### config.mk
export PLATFORM = sky130hd
export DESIGN_NAME = ex_stage_mc
export DESIGN_NICKNAME = d
export VERILOG_FILES = /design/src/rtl/ex_stage_pkg.sv /design/src/rtl/alu.sv /design/src/rtl/ex_stage_mc_muldiv.sv /design/src/rtl/ex_stage_mc.sv
export SDC_FILE = /design/constraint.sdc
export NUM_CORES = 2
export LEC_CHECK = 0
export CORE_MARGIN = 2
export CORE_UTILIZATION = 60
export CTS_CLUSTER_DIAMETER = 120
export DETAILED_ROUTE_END_ITERATION = 10
export PLACE_DENSITY = 0.81
export SLEW_MARGIN = 30
export SYNTH_ARGS = -nofsm -noshare
export SYNTH_HDL_FRONTEND = slang
export SYNTH_SLANG_ARGS = --single-unit
export TNS_END_PERCENT = 20
### constraint.sdc
create_clock -name clk -period 5.05 [get_ports clk]
set_input_delay 0.7575 -clock clk [delete_from_list [all_inputs] [get_ports clk]]
set_output_delay 0.7575 -clock clk [all_outputs]
set_load 0.05 [all_outputs]
### src/rtl/ex_stage_pkg.sv
// ex_stage_pkg: shared types for the multi-cycle execute stage.
//   DATA_WIDTH      operand / result width
//   aluop_t         single-cycle ALU operations
//   mdop_t          RV32M multiply / divide operations (MD_NONE selects the ALU path)
//   ex_mc_state_t   execute-stage control states
//   ex_stage_in_t   decode -> execute payload
//   ex_stage_out_t  execute -> memory payload
package ex_stage_pkg;

    localparam int DATA_WIDTH = 32;

    typedef enum logic [3:0] {
        ALU_ADD, ALU_SUB, ALU_SLL, ALU_SLT, ALU_SLTU,
        ALU_XOR, ALU_SRL, ALU_SRA, ALU_OR,  ALU_AND
    } aluop_t;

    typedef enum logic [3:0] {
        MD_NONE, MD_MUL, MD_MULH, MD_MULHSU, MD_MULHU,
        MD_DIV,  MD_DIVU, MD_REM, MD_REMU
    } mdop_t;

    typedef enum logic [1:0] {
        ST_IDLE = 2'd0,
        ST_BUSY = 2'd1,
        ST_FIN  = 2'd2
    } ex_mc_state_t;

    typedef struct packed {
        logic [DATA_WIDTH-1:0] opr_a;
        logic [DATA_WIDTH-1:0] opr_b;
        logic [DATA_WIDTH-1:0] imm;
        logic                  opr_b_sel;
        aluop_t                aluop;
        mdop_t                 mdop;
        logic [4:0]            rd;
        logic                  rf_en;
        logic                  dm_en;
        logic [1:0]            wb_sel;
        logic [2:0]            lsuop;
    } ex_stage_in_t;

    typedef struct packed {
        logic [DATA_WIDTH-1:0] opr_res;
        logic [DATA_WIDTH-1:0] opr_b;
        logic [4:0]            rd;
        logic                  rf_en;
        logic                  dm_en;
        logic [1:0]            wb_sel;
        logic [2:0]            lsuop;
    } ex_stage_out_t;

    function automatic logic is_div_op(mdop_t op);
        return (op == MD_DIV) || (op == MD_DIVU) || (op == MD_REM) || (op == MD_REMU);
    endfunction

endpackage

### src/rtl/alu.sv
// alu: combinational single-cycle integer ALU.
//   opr_a, opr_b  operands
//   aluop         operation select
//   opr_res       result
module alu
    import ex_stage_pkg::*;
(
    input  logic [DATA_WIDTH-1:0] opr_a,
    input  logic [DATA_WIDTH-1:0] opr_b,
    input  aluop_t                aluop,
    output logic [DATA_WIDTH-1:0] opr_res
);

    localparam int SHW = $clog2(DATA_WIDTH);

    logic [SHW-1:0] shamt;

    assign shamt = opr_b[SHW-1:0];

    always_comb begin
        opr_res = '0;
        case (aluop)
            ALU_ADD:  opr_res = opr_a + opr_b;
            ALU_SUB:  opr_res = opr_a - opr_b;
            ALU_SLL:  opr_res = opr_a << shamt;
            ALU_SLT:  opr_res = {{(DATA_WIDTH-1){1'b0}}, ($signed(opr_a) < $signed(opr_b))};
            ALU_SLTU: opr_res = {{(DATA_WIDTH-1){1'b0}}, (opr_a < opr_b)};
            ALU_XOR:  opr_res = opr_a ^ opr_b;
            ALU_SRL:  opr_res = opr_a >> shamt;
            ALU_SRA:  opr_res = $unsigned($signed(opr_a) >>> shamt);
            ALU_OR:   opr_res = opr_a | opr_b;
            ALU_AND:  opr_res = opr_a & opr_b;
            default:  opr_res = '0;
        endcase
    end

endmodule

### src/rtl/ex_stage_mc_muldiv.sv
// muldiv_iter: iterative radix-2 unsigned multiplier / restoring divider.
//   start          load operands and clear the counter (has priority over step)
//   step           perform one iteration
//   is_div         mode latched at start: 1 = divide, 0 = multiply
//   opr_a, opr_b   multiplier / multiplicand, or dividend / divisor (magnitudes)
//   done           counter is on the last iteration
//   res_hi, res_lo product {hi,lo}, or remainder (hi) and quotient (lo)
module muldiv_iter
    import ex_stage_pkg::*;
#(
    parameter int W = DATA_WIDTH
) (
    input  logic         clk,
    input  logic         rst_n,
    input  logic         start,
    input  logic         step,
    input  logic         is_div,
    input  logic [W-1:0] opr_a,
    input  logic [W-1:0] opr_b,
    output logic         done,
    output logic [W-1:0] res_hi,
    output logic [W-1:0] res_lo
);

    localparam int CW = $clog2(W);

    logic [CW-1:0] cnt;
    logic [W-1:0]  hi, lo, operand;
    logic          div_mode;
    logic [W:0]    add_sum, trial;
    logic [W-1:0]  nxt_hi, nxt_lo;

    // hi/lo form one 2W shift register for both modes.
    // Multiply: add multiplicand into hi when lo[0] is set, then shift right.
    // Divide: shift left one dividend bit into hi, subtract divisor if it fits.
    always_comb begin
        add_sum = {1'b0, hi} + (lo[0] ? {1'b0, operand} : {(W+1){1'b0}});
        trial   = {hi, lo[W-1]} - {1'b0, operand};
        if (div_mode) begin
            // trial[W] is the borrow: set means the divisor did not fit
            if (!trial[W]) begin
                nxt_hi = trial[W-1:0];
                nxt_lo = {lo[W-2:0], 1'b1};
            end else begin
                nxt_hi = {hi[W-2:0], lo[W-1]};
                nxt_lo = {lo[W-2:0], 1'b0};
            end
        end else begin
            nxt_hi = add_sum[W:1];
            nxt_lo = {add_sum[0], lo[W-1:1]};
        end
    end

    always_ff @(posedge clk or negedge rst_n) begin
        if (!rst_n) begin
            cnt      <= '0;
            hi       <= '0;
            lo       <= '0;
            operand  <= '0;
            div_mode <= 1'b0;
        end else if (start) begin
            cnt      <= '0;
            hi       <= '0;
            lo       <= opr_a;
            operand  <= opr_b;
            div_mode <= is_div;
        end else if (step) begin
            cnt <= cnt + 1'b1;
            hi  <= nxt_hi;
            lo  <= nxt_lo;
        end
    end

    assign done   = (cnt == CW'(W-1));
    assign res_hi = hi;
    assign res_lo = lo;

endmodule

### src/rtl/ex_stage_mc.sv
// ex_stage_mc: execute stage with single-cycle ALU and multi-cycle RV32M unit.
//   clk, rst_n    clock, asynchronous active-low reset
//   flush         kills in-flight mul/div and the output slot
//   in_valid/in_ready, ex_stage_in     upstream handshake and payload
//   out_valid/out_ready, ex_stage_out  downstream handshake and registered payload
//   state_dbg     current control state (ex_mc_state_t encoding)
//
// Handshake: a transfer happens on a rising edge where valid and ready are both
// high; the sender holds payload stable while valid && !ready, and ready never
// depends on valid.
module ex_stage_mc
    import ex_stage_pkg::*;
(
    input  logic          clk,
    input  logic          rst_n,
    input  logic          flush,
    input  logic          in_valid,
    output logic          in_ready,
    input  ex_stage_in_t  ex_stage_in,
    output logic          out_valid,
    input  logic          out_ready,
    output ex_stage_out_t ex_stage_out,
    output logic [1:0]    state_dbg
);

    localparam int W = DATA_WIDTH;

    ex_mc_state_t  state;
    logic          slot_free, accept, md_start, md_step, md_done;
    logic [W-1:0]  alu_b, alu_res, md_hi, md_lo;
    logic          a_signed, b_signed, a_neg, b_neg;
    logic [W-1:0]  a_mag, b_mag;

    // Latched at mul/div accept
    mdop_t         md_op;
    logic          a_neg_q, b_neg_q, div_zero_q;
    logic [W-1:0]  dividend_q;
    ex_stage_out_t pend;

    logic [2*W-1:0] prod_raw, prod_fix;
    logic [W-1:0]   quot_fix, rem_fix, md_res;
    ex_stage_out_t  alu_out, fin_out;

    assign slot_free = !out_valid || out_ready;
    assign in_ready  = (state == ST_IDLE) && !flush && slot_free;
    assign accept    = in_valid && in_ready;
    assign md_start  = accept && (ex_stage_in.mdop != MD_NONE);
    assign md_step   = (state == ST_BUSY) && !flush;
    assign state_dbg = state;

    assign alu_b = ex_stage_in.opr_b_sel ? ex_stage_in.imm : ex_stage_in.opr_b;

    alu u_alu (
        .opr_a   (ex_stage_in.opr_a),
        .opr_b   (alu_b),
        .aluop   (ex_stage_in.aluop),
        .opr_res (alu_res)
    );

    // Operand signedness per op; the iterative unit only sees magnitudes.
    // MUL's low half is sign-independent, so it runs unsigned.
    always_comb begin
        a_signed = 1'b0;
        b_signed = 1'b0;
        case (ex_stage_in.mdop)
            MD_MULH, MD_DIV, MD_REM: begin
                a_signed = 1'b1;
                b_signed = 1'b1;
            end
            MD_MULHSU: a_signed = 1'b1;
            default: ;
        endcase
        a_neg = a_signed && ex_stage_in.opr_a[W-1];
        b_neg = b_signed && ex_stage_in.opr_b[W-1];
        a_mag = a_neg ? -ex_stage_in.opr_a : ex_stage_in.opr_a;
        b_mag = b_neg ? -ex_stage_in.opr_b : ex_stage_in.opr_b;
    end

    muldiv_iter #(.W(W)) u_muldiv (
        .clk    (clk),
        .rst_n  (rst_n),
        .start  (md_start),
        .step   (md_step),
        .is_div (is_div_op(ex_stage_in.mdop)),
        .opr_a  (a_mag),
        .opr_b  (b_mag),
        .done   (md_done),
        .res_hi (md_hi),
        .res_lo (md_lo)
    );

    // Sign correction and result select, used in FIN.
    // Most-negative / -1 needs no special case: the magnitude quotient 2^(W-1)
    // negates back to most-negative and the remainder is zero.
    always_comb begin
        prod_raw = {md_hi, md_lo};
        prod_fix = (a_neg_q ^ b_neg_q) ? -prod_raw : prod_raw;
        quot_fix = (a_neg_q ^ b_neg_q) ? -md_lo : md_lo;
        rem_fix  = a_neg_q ? -md_hi : md_hi;
        md_res   = '0;
        case (md_op)
            MD_MUL:                       md_res = md_lo;
            MD_MULH, MD_MULHSU, MD_MULHU: md_res = prod_fix[2*W-1:W];
            MD_DIV, MD_DIVU:              md_res = div_zero_q ? '1 : quot_fix;
            MD_REM, MD_REMU:              md_res = div_zero_q ? dividend_q : rem_fix;
            default:                      md_res = '0;
        endcase
    end

    always_comb begin
        alu_out.opr_res = alu_res;
        alu_out.opr_b   = ex_stage_in.opr_b;
        alu_out.rd      = ex_stage_in.rd;
        alu_out.rf_en   = ex_stage_in.rf_en;
        alu_out.dm_en   = ex_stage_in.dm_en;
        alu_out.wb_sel  = ex_stage_in.wb_sel;
        alu_out.lsuop   = ex_stage_in.lsuop;
        fin_out         = pend;
        fin_out.opr_res = md_res;
    end

    always_ff @(posedge clk or negedge rst_n) begin
        if (!rst_n) begin
            state        <= ST_IDLE;
            out_valid    <= 1'b0;
            ex_stage_out <= '0;
            md_op        <= MD_NONE;
            a_neg_q      <= 1'b0;
            b_neg_q      <= 1'b0;
            div_zero_q   <= 1'b0;
            dividend_q   <= '0;
            pend         <= '0;
        end else if (flush) begin
            state     <= ST_IDLE;
            out_valid <= 1'b0;
        end else begin
            // Consume; a load below in the same cycle overrides this.
            if (out_valid && out_ready) begin
                out_valid <= 1'b0;
            end
            case (state)
                ST_IDLE: begin
                    if (accept) begin
                        if (ex_stage_in.mdop == MD_NONE) begin
                            ex_stage_out <= alu_out;
                            out_valid    <= 1'b1;
                        end else begin
                            md_op      <= ex_stage_in.mdop;
                            a_neg_q    <= a_neg;
                            b_neg_q    <= b_neg;
                            div_zero_q <= (ex_stage_in.opr_b == '0);
                            dividend_q <= ex_stage_in.opr_a;
                            pend       <= alu_out;
                            state      <= ST_BUSY;
                        end
                    end
                end
                ST_BUSY: begin
                    if (md_done) begin
                        state <= ST_FIN;
                    end
                end
                ST_FIN: begin
                    if (slot_free) begin
                        ex_stage_out <= fin_out;
                        out_valid    <= 1'b1;
                        state        <= ST_IDLE;
                    end
                end
                default: state <= ST_IDLE;
            endcase
        end
    end

endmodule

# Word-level counts from Yosys, hierarchy flattened
# Cells that the tools add are included.
# W data, S select, Z words.
[totals] out_inout_bits=80 register_bits=264 wordCells=147 input_bits=122
[op_classes] n_eq_ne=33 n_lt_le_gt_ge=2 bitwise=6 addsub=10 n_mux=39 shift=3 reduce_logical=29
[ops] op="$mux W32" n=15
[ops] op="$pmux W32 S10" n=1
[ops] op="$mux W76" n=3
[ops] op="$pmux W76 S2" n=1
[ops] op="$neg A32 Y32" n=4
[ops] op="$pmux W32 S4" n=1
[ops] op="$lt A32 B32 Y1" n=2
[ops] op="$mux W64" n=1
[ops] op="$neg A64 Y64" n=1
[ops] op="$eq A4 B3 Y1 const B" n=11
[ops] op="$add A32 B33 Y33" n=1
[ops] op="$sub A33 B32 Y33" n=1
[ops] op="$add A32 B32 Y32" n=1
[ops] op="$and A32 B32 Y32" n=1
[ops] op="$logic_not A32 Y1" n=1
[ops] op="$or A32 B32 Y32" n=1
[ops] op="$shl A32 B5 Y32" n=1
[ops] op="$shr A32 B5 Y32" n=1
[ops] op="$sshr A32 B5 Y32" n=1
[ops] op="$sub A32 B32 Y32" n=1
[ops] op="$xor A32 B32 Y32" n=1
[ops] op="$eq A4 B2 Y1 const B" n=6
[ops] op="$eq A4 B4 Y1 const B" n=4
[ops] op="$ne A3 B3 Y1 const B" n=4
[ops] op="other kinds (26)" n=57

# Depth between registers and ports, before layout
[depth] word_depth=7 depth_mapped=20 ltp_nobuf=15

# By module
# From an unflattened synthesis, not the netlist that was laid out.
[unflattened] hier_cells=3646 area_unflattened_um2=28593.7
[modules_own_cells] mod="ex_stage_mc" instances=1 area_per_inst_um2=11880.1 cells_each=1458
[modules_own_cells] mod="alu" instances=1 area_per_inst_um2=8359.3 cells_each=1181
[modules_own_cells] mod="muldiv_iter" instances=1 area_per_inst_um2=8354.3 cells_each=1007

# Least setup slack after synthesis
# Ideal clock, no wire load.
[synth_path] path_kind="input to register" from="input port ex_stage_in[20] in the netlist's numbering" to="register ex_stage_out[74] in the netlist's numbering" path_buffers=6 stages=18 slack_ps=-383 arrival_ps=5305 cell_sequence="buf_2 > mux2i_2 > buf_2 > buf_2 > buf_1 > buf_1 > ha_1 > clkbuf_1 > nand2b_1 > a2111o_1 > a21oi_1 > o41ai_1 > o31ai_1 > o21ai_1 > o21ai_0 > mux2_2 > a221oi_1 > o21ai_1"
[synth_between] elab_chain_len=6 word_cells_on_any_way=13 classes_between="2 x add/sub; 3 x shift; 5 x mux; 3 x bitwise"
[synth_rtl] element="start, declared" line_no="ex_stage_mc.sv:19" source="input ex_stage_in_t ex_stage_in,"
[synth_rtl] element="$mux W32 (*)" line_no="ex_stage_mc.sv:51" source="assign alu_b = ex_stage_in.opr_b_sel ? ex_stage_in.imm : ex_stage_in.opr_b;"
[synth_rtl] element="$sub A32 B32 Y32 (tied with other cells)" line_no="alu.sv:24" source="ALU_SUB: opr_res = opr_a - opr_b;"
[synth_rtl] element="$pmux W32 S10 (*)" line_no="alu.sv:22" source="case (aluop)"
[synth_rtl] element="$mux W76 (*)" line_no="ex_stage_mc.sv:144" source="if (ex_stage_in.mdop == MD_NONE) begin"
[synth_rtl] element="$mux W76 (*)" line_no="ex_stage_mc.sv:143" source="if (accept) begin"
[synth_rtl] element="$pmux W76 S2 (*)" line_no="ex_stage_mc.sv:141" source="case (state)"
[synth_rtl] element="end signal, assigned" line_no="ex_stage_mc.sv:145" source="ex_stage_out <= alu_out;"
[synth_rtl] element="end signal, assigned" line_no="ex_stage_mc.sv:165" source="ex_stage_out <= fin_out;"
[synth_rtl] element="end, declared" line_no="ex_stage_mc.sv:22" source="output ex_stage_out_t ex_stage_out,"
# Mark *: on every way between the ends. The rest lies on a longest branch, timed or not. The select of a mux whose other input is x is not followed.
# A chain may end at the register's enable or synchronous reset.

# Worst setup path after layout
[layout_path] from="input port ex_stage_in[59] in the netlist's numbering" to="register ex_stage_out[74] in the netlist's numbering"
[layout_between] elab_chain_len=6 word_cells_on_any_way=7 classes_between="2 x add/sub; 5 x mux"
[layout_rtl] element="$mux W32 (*)" line_no="ex_stage_mc.sv:51"
[layout_rtl] element="$sub A32 B32 Y32 / $add A32 B32 Y32 (equally long branches)" line_no="alu.sv:24, alu.sv:23"
[layout_rtl] element="$pmux W32 S10 (*)" line_no="alu.sv:22"
[layout_rtl] element="$mux W76 (*)" line_no="ex_stage_mc.sv:144"
[layout_rtl] element="$mux W76 (*)" line_no="ex_stage_mc.sv:143"
[layout_rtl] element="$pmux W76 S2 (*)" line_no="ex_stage_mc.sv:141"
# Marks and branches as above.

==> results.sh <==
export IMPL_fin_nets=4246
export IMPL_gp_congestion=1.084
export IMPL_required_ns=5.50
export IMPL_hp_class="in -> async"
export IMPL_synthDistinctLibCells=89
export IMPL_ctsHoldBuffers=0
export IMPL_drc_errors=0
export IMPL_wl_um=123700
export IMPL_hpwlAfterDp_um=93000
export IMPL_syn2layout_area_growth_pct=15.42
export IMPL_grt_pass1_wl_um=183600
export IMPL_skew_ns=0.04952
export IMPL_grt_max_degree=113
export IMPL_crit_type="in -> reg"
export IMPL_yosysMostFrequentCell="nand2_1"
export IMPL_synth_area_top_cells="dfrtp_1 23%, nand2_1 7.6%, ha_1 7.5%"
export IMPL_final_core_util_pct=70.03
export IMPL_peakVddDrop_mv=0.6469
export IMPL_synth_fp_nets=4112
export IMPL_max_freq_ghz=0.2137
export IMPL_syn_area_um2=28250
export IMPL_r2r_end="u_muldiv.res_hi[27]"
export IMPL_vias=32278
export IMPL_grt_pass1_vias=29818
export IMPL_yosysTopAreaCellShare_pct=23.39
export IMPL_final_antenna_net_count=0
export IMPL_layout_drive_gt1_share_pct=9.164
export IMPL_drt_iter0_markers=5182
export IMPL_relSlewSlack_pct=30.14
export IMPL_r2r_slack_ns=0.59
export IMPL_vias_per_cell=7.048
export IMPL_power_leakage_nw=14.09
export IMPL_antenna_found_initial=5
export IMPL_finalHoldViolCount=0
export IMPL_clock_sinks=264
export IMPL_syn_inst=3816
export IMPL_cts_resized=0
export IMPL_htreeDepth=1
export IMPL_ys_seq_area_share_pct=23.39
export IMPL_die_h_um=221.0
export IMPL_cap_violations=0
export IMPL_ys_ff_latch=264
export IMPL_syn_avg_cell_area_um2=7.403
export IMPL_cts_root_buf="clkbuf_16"
export IMPL_grt_usage_pct=48.37
export IMPL_timing_final_crit_share_pct=92.66
export IMPL_setup_tns_ns=0
export IMPL_synth_commonest_cells="572 x nand2_1, 356 x nor2_1, 345 x o21ai_0, 268 x a21oi_1, 264 x dfrtp_1"
export IMPL_cts_buffer_depth=3
export IMPL_power_mw=13.94
export IMPL_stdcell_count=4580
export IMPL_cts_tree="done"
export IMPL_numPortBuffers=201
export IMPL_post_route_min_period_ns=4.680
export IMPL_worstSetupEndpointType="register"
export IMPL_synth_flop_cell="dfrtp_1"
export IMPL_reg2reg_depth=13
export IMPL_power_density_nw_per_um2=427.5
export IMPL_final_max_slew_viol_count=0
export IMPL_clkTransAtPathRegs_ns=0.06
export IMPL_multi_input_area_um2=19960
export IMPL_grt_overflow=0
export IMPL_final_seq_area_um2=6608
export IMPL_initial_utilization_pct=60.68
export IMPL_synthArstFlopShare_pct=100.0
export IMPL_cts_buffers=30
export IMPL_drt_first_pass_iters=8
export IMPL_finalSetupViolations=0
export IMPL_max_slew_worst_pin_slew_ns=1.044
export IMPL_outcome="complete, no violations"
export IMPL_cp_max_fo=5
export IMPL_arrival_ns=5.13
export IMPL_fp_dieW_um=221.0
export IMPL_placed_cell_area_um2=31570
export IMPL_critPathLaunchType="input port"
export IMPL_io_pins=202
export IMPL_synth_top_area_cell="dfrtp_1"
export IMPL_cts_setup_buffers=0
export IMPL_ys_warnings_count=0
export IMPL_synth_edf_count=0
export IMPL_insertion_delay_ns=0.63
export IMPL_reg2reg_from="u_muldiv.operand[0]"
export IMPL_final_cell_area_um2=32610
export IMPL_detail_route_wl_per_cell_um=27.00
export IMPL_nFillCells=3842
export IMPL_fp_coreArea_um2=46560
export IMPL_rsz0062_at_grt="no"
export IMPL_num_rows=79
export IMPL_dieArea_um2=48830
export IMPL_post_place_cells=4525
## cells by family (layout without fill, tap and decap cells)
| kind of cell | after synthesis | count (layout) | share of synthesized area [%] |
|---|---|---|---|
| xor+xnor | 202 | 202 | 6.263 |
| other cells | 0 | 1 | 0 |
| simple gates | 1286 | 1286 | 19.99 |
| mux | 175 | 175 | 7.866 |
| flops | 264 | 264 | 23.39 |
| buf+inv | 469 | 625 | 6.334 |
| compound gates | 1246 | 1246 | 28.35 |
| fa+ha+maj | 174 | 174 | 7.813 |
## layout make-up
type	instances	area share (%)
Multi-Input combinational cell	3083	61.21
Sequential cell	264	20.27
Timing Repair Buffer	410	11.16
Clock buffer	37	2.444
Tap cell	607	2.329
Inverter	161	1.853
Clock inverter	17	0.7330
Antenna cell	1	0.007675
## report_power, final
part	switching, mW	internal [mW]
Sequential	0.771	2.65
Clock	1.03	1.34
Combinational	5.06	3.09
Total	6.85	7.08
## cells in the final DEF (no fill, tap or decap), types with 64 or more instances in the layout
cell type          n
a21oi_1          268
a31oi_1           80
buf_4            204
clkdlybuf4s50_1  198
dfrtp_1          263
ha_1             170
inv_1            154
mux2i_1          121
nand2_1          572
nand3_1           64
nor2_1           354
nor3_1            72
o211ai_1          71
o21ai_0          345
xnor2_1          130
xor2_1            70
## critical path, stage by stage
cell and delay (ns):
clkdlybuf4s50_1 0.53, mux2i_1 0.55, ha_1 0.30, buf_4 0.15
nor2b_1 0.05, nor4b_1 0.42, a21oi_1 0.19, o41ai_1 0.67
o31ai_1 0.12, buf_4 0.17, o21ai_1 0.29, o21ai_0 0.17
mux2_2 0.30, a221oi_1 0.33, o21ai_1 0.11
## worst max-delay path by stage
stage                               start               end  depth (start not counted)
after floorplan           ex_stage_in[20]  ex_stage_out[73]                         16
after global placement    ex_stage_in[59]  ex_stage_out[74]                         15
after detailed placement  ex_stage_in[59]  ex_stage_out[74]                         15
after CTS                 ex_stage_in[59]  ex_stage_out[74]                         15
after global routing      ex_stage_in[59]  ex_stage_out[74]                         15
final                     ex_stage_in[59]  ex_stage_out[74]                         15
## sequential cells by signal, summed over array words and instances, names as in the netlist
register	count
b_neg_q	1
dividend_q	32
out_valid	1
state_dbg	2
u_muldiv.res_lo	32
u_muldiv.operand	32
a_neg_q	1
ex_stage_out	76
u_muldiv.res_hi	32
div_zero_q	1
fin_out	44
u_muldiv.cnt	5
u_muldiv.div_mode	1
md_op	4
## per-stage QoR
| step | worst slack [ns] | hold slack, ns |
|---|---|---|
| 2_1_floorplan | -0.07743 | 0.4446 |
| 3_3_place_gp | 0.03129 | 0.4572 |
| 3_5_place_dp | -0.001213 | 0.4622 |
| 4_1_cts | 0.5829 | 0.1105 |
| 5_1_grt | 0.2653 | 0.1360 |
| 6_report | 0.3704 | 0.1190 |
## per-layer routing
layer / vias to the layer above / wire, µm / GRT usage [%]
met5: - / 35 / 0
met4: 6 / 8780 / 27.67
met3: 574 / 18650 / 16.97
met2: 2581 / 51260 / 70.74
met1: 15038 / 44950 / 61.98
li1: 14079 / - / -
(Power assumes the default switching activity.)
